==> config.mk <==
export PLATFORM = sky130hd
export DESIGN_NAME = qei_decoder_mc
export DESIGN_NICKNAME = d
export VERILOG_FILES = /design/src/rtl/qei_decoder_mc.sv
export SDC_FILE = /design/constraint.sdc
export NUM_CORES = 1
export LEC_CHECK = 0
export ABC_AREA = 1
export BUFFER_PORTS_ARGS = -buffer_cell sky130_fd_sc_hd__buf_2
export CAP_MARGIN = 20
export CORE_ASPECT_RATIO = 1.1
export CORE_MARGIN = 1.5
export CORE_UTILIZATION = 62
export CTS_CLUSTER_DIAMETER = 100
export DETAILED_ROUTE_END_ITERATION = 6
export GPL_TIMING_DRIVEN = 0
export HOLD_SLACK_MARGIN = 0.1
export PLACE_DENSITY = 0.85
export SYNTH_ARGS = -nofsm -noshare
export SYNTH_HDL_FRONTEND = slang
export SYNTH_SLANG_ARGS = --single-unit
==> constraint.sdc <==
create_clock -name clk -period 5.6 [get_ports clk]
set_input_delay 0.84 -clock clk [delete_from_list [all_inputs] [get_ports clk]]
set_output_delay 0.84 -clock clk [all_outputs]
set_load 0.02 [all_outputs]
==> src/rtl/qei_decoder_mc.sv <==
// Quadrature encoder decoder. Synchronises and de-glitches A/B/IDX, then decodes x1/x2/x4 counts.
// Also flags illegal A/B jumps and latches the position on index edges.
module qei_decoder_mc #(
    parameter int CNT_W       = 16,
    parameter int SYNC_STAGES = 2,
    parameter int FILT_CYCLES = 4
) (
    input  logic             clk,
    input  logic             rst,
    input  logic             a_in,
    input  logic             b_in,
    input  logic             idx_in,
    input  logic [1:0]       mode,
    input  logic             clr,
    input  logic             idx_clr_en,
    input  logic             err_clr,
    output logic [CNT_W-1:0] count,
    output logic             dir,
    output logic             step,
    output logic             err,
    output logic [CNT_W-1:0] idx_latch,
    output logic             idx_seen
);
    localparam int FW       = $clog2(FILT_CYCLES + 1);
    localparam int INIT_LEN = SYNC_STAGES + FILT_CYCLES + 1;
    localparam int IW       = $clog2(INIT_LEN + 1);

    typedef enum logic {ST_INIT, ST_RUN} state_t;

    state_t                      state_q, state_d;
    logic [IW-1:0]               init_q, init_d;
    logic [2:0][SYNC_STAGES-1:0] sync_q;
    logic [2:0]                  sync_s;
    logic [2:0]                  filt_q, filt_d;
    logic [2:0][FW-1:0]          fcnt_q, fcnt_d;
    logic [1:0]                  prev_q, prev_d;
    logic                        idx_prev_q;
    logic [CNT_W-1:0]            count_q, count_d;
    logic [CNT_W-1:0]            latch_q, latch_d;
    logic                        dir_q, dir_d;
    logic                        step_q, step_d;
    logic                        err_q, err_d;
    logic                        seen_q, seen_d;

    logic [2:0] pin;
    logic [1:0] ab_cur, pos_cur, pos_prev, delta;
    logic       fwd, bwd, ill, a_chg, cnt_en, idx_rise;

    // channel bit 2 = A, 1 = B, 0 = IDX
    assign pin    = {a_in, b_in, idx_in};
    assign sync_s = {sync_q[2][SYNC_STAGES-1], sync_q[1][SYNC_STAGES-1], sync_q[0][SYNC_STAGES-1]};

    always_comb begin
        filt_d = filt_q;
        fcnt_d = '0;
        for (int ch = 0; ch < 3; ch++) begin
            if (state_q == ST_INIT) begin
                filt_d[ch] = sync_s[ch];
            end else if (sync_s[ch] != filt_q[ch]) begin
                if (fcnt_q[ch] == FW'(FILT_CYCLES - 1)) filt_d[ch] = sync_s[ch];
                else                                    fcnt_d[ch] = fcnt_q[ch] + FW'(1);
            end
        end
    end

    // Gray position 00,01,11,10 -> 0..3, so a forward step is +1 mod 4
    assign ab_cur   = filt_q[2:1];
    assign pos_cur  = {ab_cur[1], ^ab_cur};
    assign pos_prev = {prev_q[1], ^prev_q};
    assign delta    = pos_cur - pos_prev;
    assign fwd      = (delta == 2'd1);
    assign bwd      = (delta == 2'd3);
    assign ill      = (delta == 2'd2);
    assign a_chg    = ab_cur[1] ^ prev_q[1];
    assign idx_rise = (state_q == ST_RUN) && filt_q[0] && !idx_prev_q;

    always_comb begin
        case (mode)
            2'b01:   cnt_en = a_chg;
            2'b10:   cnt_en = a_chg & ab_cur[0];
            default: cnt_en = 1'b1;
        endcase
    end

    always_comb begin
        state_d = state_q;
        init_d  = init_q;
        prev_d  = prev_q;
        count_d = count_q;
        latch_d = latch_q;
        dir_d   = dir_q;
        step_d  = 1'b0;
        err_d   = err_q;
        seen_d  = seen_q;
        case (state_q)
            ST_INIT: begin
                if (init_q == '0) begin
                    state_d = ST_RUN;
                    prev_d  = filt_d[2:1];
                end else begin
                    init_d = init_q - IW'(1);
                end
            end
            default: begin
                prev_d = ab_cur;
                if (err_clr) err_d = 1'b0;
                if (ill)     err_d = 1'b1;
                if (fwd || bwd) begin
                    dir_d = fwd;
                    if (cnt_en) begin
                        count_d = fwd ? count_q + CNT_W'(1) : count_q - CNT_W'(1);
                        step_d  = 1'b1;
                    end
                end
                if (idx_rise) begin
                    latch_d = count_q;
                    seen_d  = 1'b1;
                    if (idx_clr_en) begin
                        count_d = '0;
                        step_d  = 1'b0;
                    end
                end
            end
        endcase
        if (clr) begin
            count_d = '0;
            step_d  = 1'b0;
        end
    end

    always_ff @(posedge clk) begin
        if (rst) begin
            state_q    <= ST_INIT;
            init_q     <= IW'(INIT_LEN - 1);
            sync_q     <= '0;
            filt_q     <= '0;
            fcnt_q     <= '0;
            prev_q     <= '0;
            idx_prev_q <= 1'b0;
            count_q    <= '0;
            latch_q    <= '0;
            dir_q      <= 1'b0;
            step_q     <= 1'b0;
            err_q      <= 1'b0;
            seen_q     <= 1'b0;
        end else begin
            state_q <= state_d;
            init_q  <= init_d;
            for (int ch = 0; ch < 3; ch++)
                sync_q[ch] <= {sync_q[ch][SYNC_STAGES-2:0], pin[ch]};
            filt_q     <= filt_d;
            fcnt_q     <= fcnt_d;
            prev_q     <= prev_d;
            idx_prev_q <= filt_q[0];
            count_q    <= count_d;
            latch_q    <= latch_d;
            dir_q      <= dir_d;
            step_q     <= step_d;
            err_q      <= err_d;
            seen_q     <= seen_d;
        end
    end

    assign count     = count_q;
    assign dir       = dir_q;
    assign step      = step_q;
    assign err       = err_q;
    assign idx_latch = latch_q;
    assign idx_seen  = seen_q;
endmodule
After elaboration in Yosys (flattened, before gate mapping) --
Cells that the tools add are included.
Word-level totals: bits in registers 61, bits of input ports 10, output and inout bits 36, word-level logic and storage cells 89
Cells by class: $add $sub $neg 7, equality and inequality tests 13, mux-type cells 25, bitwise operators 7, reduce and logical (&&, ||, !) cells 19
Operators with widths (count):
- 16-bit 2-to-1 mux | 5
- 1-bit 2-to-1 mux | 17
- 16-bit by 1-bit adder with 16-bit output, second input constant | 1
- 16-bit by 1-bit subtractor with 16-bit output, second input constant | 1
- 4-bit OR reduction | 3
- 2-bit AND reduction | 5
- 3-bit by 1-bit adder with 3-bit output, second input constant | 3
- 3-bit by 2-bit == test with 1-bit output, second input constant | 3
- 2-bit == test, second input constant | 3
- 1-bit NOT | 5
- 2-bit by 1-bit == test with 1-bit output, second input constant | 2
- 2-bit 2-to-1 mux | 2
- 2-bit by 1-bit inequality test with 1-bit output, second input constant | 2
- 2-bit nonzero test | 2
- 2-bit XOR reduction | 2
- 3-bit zero test | 1
- 1-bit inequality test | 3
- 3-bit OR reduction | 1
- 3-bit by 1-bit subtractor with 3-bit output, second input constant | 1
- 1-bit logical AND | 2
- 1-bit one-hot mux with 2 select lines | 1
- 2-bit OR reduction | 1
- 2-bit subtractor | 1
- 1-bit AND | 1
- 3 further kinds | 3

Longest topological paths before layout --
depth after elaboration 8, mapped depth 18, depth with buffers taken out 17

Worst setup path after synthesis --
No wires, ideal clock.
kind flip-flop to flip-flop, from register with a tool-made name, to register count_q[15], in the netlist count[15], library setup time 0.114 ns, arrival 2.784 ns, required time 5.486 ns, path slack 2.701 ns, cell stages (with the launch flop) 16, path buffers 1, period minus slack after synthesis 2.899 ns, cell sequence dfxtp_1 buf_6 xnor2_1 ha_1 inv_1 nand3_1 ha_1 or2_1 nand3_1 nand2_1 nand2_1 nand2_1 nand2_1 nand3_2 nand2_2 a21oi_2
RTL lines:
- end signal, assigned | line 155 | count_q <= count_d;
- end, declared | line 38 | logic [CNT_W-1:0] count_q, count_d;

==> impl_metrics.env <==
export IMPL_htreeDepth=3
export IMPL_syn_cell_area_mm2=0.00356
export IMPL_num_fill_cells=461
export IMPL_dp_cells=622
export IMPL_vias_per_cell=5.12
export IMPL_critPathKind="reg2reg"
export IMPL_max_stage_delay_ps=710
export IMPL_grt_usage_pct=26.6
export IMPL_die_area_mm2=0.00621
export IMPL_numClockSinks=61
export IMPL_period_minus_slack_ps=3500
export IMPL_muxShareOfSynthArea_pct=0
export IMPL_regArea_mm2=0.00122
export IMPL_met3_usage_pct=5.22
export IMPL_power_leakage_nw=2.13
export IMPL_place_gp_congestion=0.836
export IMPL_relSlewSlack_pct=35.8
export IMPL_cp_end_kind="flip-flop"
export IMPL_final_cell_count_no_fill=638
export IMPL_synth_nets=542
export IMPL_worst_slack_ps=2100
export IMPL_critical_path_peak_fanout=21
export IMPL_period_share_pct=62.4
export IMPL_start_kind="flip-flop"
export IMPL_synth_top_family_by_area="simple AND/OR/NAND/NOR gates"
export IMPL_skew_ps=7.45
export IMPL_portBuffers=45
export IMPL_holdBufCountCts=0
export IMPL_antenna_left=0
export IMPL_overflow=0
export IMPL_n_antenna_cell=0
export IMPL_synth_compound_area_share_pct=11.7
export IMPL_wirelength_um=7810
export IMPL_status="finished, final reports clean"
export IMPL_numCtsBuffers=9
export IMPL_num_io_pins=46
export IMPL_die_y_um=82.5
export IMPL_core_mm2=0.00547
export IMPL_slew_violations=0
export IMPL_hold_class="reg2reg"
export IMPL_place_worst_setup_slack_ps=2180
export IMPL_drc=0
export IMPL_grt_first_pass_wirelength_um=12400
export IMPL_setup_tns_ps=0
export IMPL_post_synth_and_or_nand_nor_area_fraction_pct=30.6
export IMPL_ys_seq_area_share_pct=34.3
export IMPL_via_count=3268
export IMPL_crit_family="simple AND/OR/NAND/NOR gates"
export IMPL_syn_inst=502
export IMPL_cp_cell_sequence="buf_6 -> xnor2_1 -> ha_1 -> inv_1 -> nand3_1 -> ha_1 -> nand2_1 -> inv_1 -> a21oi_1 -> nand2_1 -> nand2_1 -> nand2_1 -> nand2_1 -> nand3_2 -> nand2_2 -> a21oi_2"
export IMPL_ys_warnings_count=0
export IMPL_slowest_stage="nand3_1"
export IMPL_synthAdderAreaFrac_pct=10.8
export IMPL_drt_pass1_iterations=5
export IMPL_drt_iter0_drc=130
export IMPL_dieWidth_um=75.3
export IMPL_busiest_layer="met2"
export IMPL_synth_xor_area_share_pct=1.97
export IMPL_most_common_layout_cells="104 x nand2_1, 78 x nor2_1, 67 x inv_1"
export IMPL_met1_usage_pct=30.7
export IMPL_rsz0062_at_grt="no"
export IMPL_path_buf_inv=3
export IMPL_wire_per_inst_um=12.2
export IMPL_finalSetupViolCount=0
export IMPL_clockBufferDepth=2
export IMPL_drive_gt1_share_pct=20.2
export IMPL_final_hold_violation_count=0
export IMPL_dpl_hpwl_um=5940
export IMPL_clkTransAtPathRegs_ps=70
export IMPL_clock_latency_ps=350
export IMPL_fin_nets=598
export IMPL_postSynthAreaPerCell_um2=7.09
export IMPL_multi_input_area_mm2=0.00196
export IMPL_ir_drop_uv=299
export IMPL_post_cts_buffers=0
export IMPL_met2_usage_pct=47.3
export IMPL_layout_commonest_cell="nand2_1"
export IMPL_cts_root_buffer="clkbuf_8"
export IMPL_reg2reg_slack_ps=2100
export IMPL_post_cts_resized=0
export IMPL_fmax_mhz=286
export IMPL_fp_row_count=28
export IMPL_ys_seq_elements=61
export IMPL_antenna_found_initial=0
export IMPL_arrival_ps=3730
export IMPL_initial_core_util_pct=65.2
export IMPL_worstPathRequired_ps=5840
export IMPL_crit_top_cell="nand2_1"
export IMPL_cts_tree="yes"
export IMPL_grt_pass1_vias=2969
export IMPL_worst_slew_pin_slew_ps=961
export IMPL_grt_max_degree=22
export IMPL_cap_violations=0
export IMPL_synthDistinctLibCells=36
export IMPL_power_density_mw_per_mm2=384
export IMPL_area_growth_pct=14.9
-- kinds of logic after synthesis --
| logic type | Yosys count |
|---|---|
| AO/OA/AOI/OAI | 71 |
| XOR/XNOR | 8 |
| AND/OR/NAND/NOR | 245 |
| adder cells (fa/ha/maj) | 30 |
| flip-flops | 61 |
| buffers and inverters | 87 |
-- final timing paths --
path,startpoint,end,depth (start not counted)
worst min register to register,sync_q[0],sync_q[1],2
worst min-delay path,sync_q[0],sync_q[1],2
worst max register to register,flip-flop,count[15],16
worst max-delay path,flip-flop,count[15],16
-- report_power, final --
| group | total (mW) | internal, mW | switching [mW] |
|---|---|---|---|
| Clock | 0.405 | 0.229 | 0.176 |
| Sequential | 0.468 | 0.455 | 0.0136 |
| Combinational | 0.695 | 0.238 | 0.457 |
-- layer usage --
layer	wire (um)	vias up
met2	3930	77
met3	273	17
met5	0	-
met4	164	0
met1	3440	1480
li1	-	1694
-- layout make-up --
class | count | area share [%]
clock inverter | 5 | 1.44
inverter | 73 | 6.82
multi-input combinational | 354 | 48.0
buffer | 14 | 2.42
tap | 75 | 2.29
clock buffer | 11 | 3.70
timing repair buffer | 45 | 5.51
sequential | 61 | 29.9
-- tightest hold or removal path: cells and delay by family, from the launching register on --
kind	cells	cell delay, ps
flip-flops	1	300
buffers and inverters	1	40
AND/OR/NAND/NOR	1	30
-- flip-flops by register name (all words and copies together) (netlist names), 2 cells and up, named ones only --
signal	flops
count	16
fcnt_q	9
idx_latch	16
init_q	3
sync_q	6
prev_q	2
-- cell usage after synthesis --
master | count | area share [%]
nand3_2 | 11 | 3.1
dfxtp_1 | 61 | 34
nor3_2 | 1 | 0.28
nor3_1 | 3 | 0.42
clkbuf_1 | 6 | 0.63
inv_2 | 4 | 0.42
nand3_1 | 27 | 3.8
nor2_1 | 78 | 8.2
a21oi_2 | 11 | 2.7
and2_1 | 2 | 0.35
o211ai_1 | 1 | 0.21
a221oi_1 | 1 | 0.25
nor2_2 | 7 | 1.2
xor2_1 | 6 | 1.5
clkbuf_8 | 1 | 0.39
nand4_1 | 2 | 0.35
o21ai_1 | 7 | 0.98
xnor2_1 | 2 | 0.49
nor2_4 | 1 | 0.32
buf_2 | 2 | 0.28
or2_2 | 1 | 0.18
a21oi_4 | 1 | 0.46
nand3b_1 | 1 | 0.21
o21ai_0 | 25 | 3.5
inv_1 | 67 | 7.1
fa_1 | 1 | 0.56
buf_6 | 4 | 1.3
ha_1 | 29 | 10
nand2_2 | 6 | 1.1
or2_1 | 1 | 0.18
clkinv_4 | 1 | 0.25
a21o_2 | 1 | 0.25
buf_4 | 1 | 0.21
a21oi_1 | 24 | 3.4
nand2_1 | 104 | 11
clkinv_1 | 1 | 0.11
-- stage by stage --
| stage | hold slack [ps] | instance area [um2] | power (mW) | utilization, % |
|---|---|---|---|---|
| 2_1_floorplan | 388 | 3560 | 1.04 | - |
| 3_3_place_gp | 390 | 3880 | 1.15 | 71.0 |
| 3_5_place_dp | 398 | 3880 | 1.16 | 71.0 |
| 4_1_cts | 410 | 4090 | 1.57 | 74.8 |
| 5_1_grt | 424 | 4090 | 1.69 | 74.8 |
| 6_report | 402 | 4090 | 1.57 | 74.8 |
No activity file was read; power rests on OpenSTA's default activity.
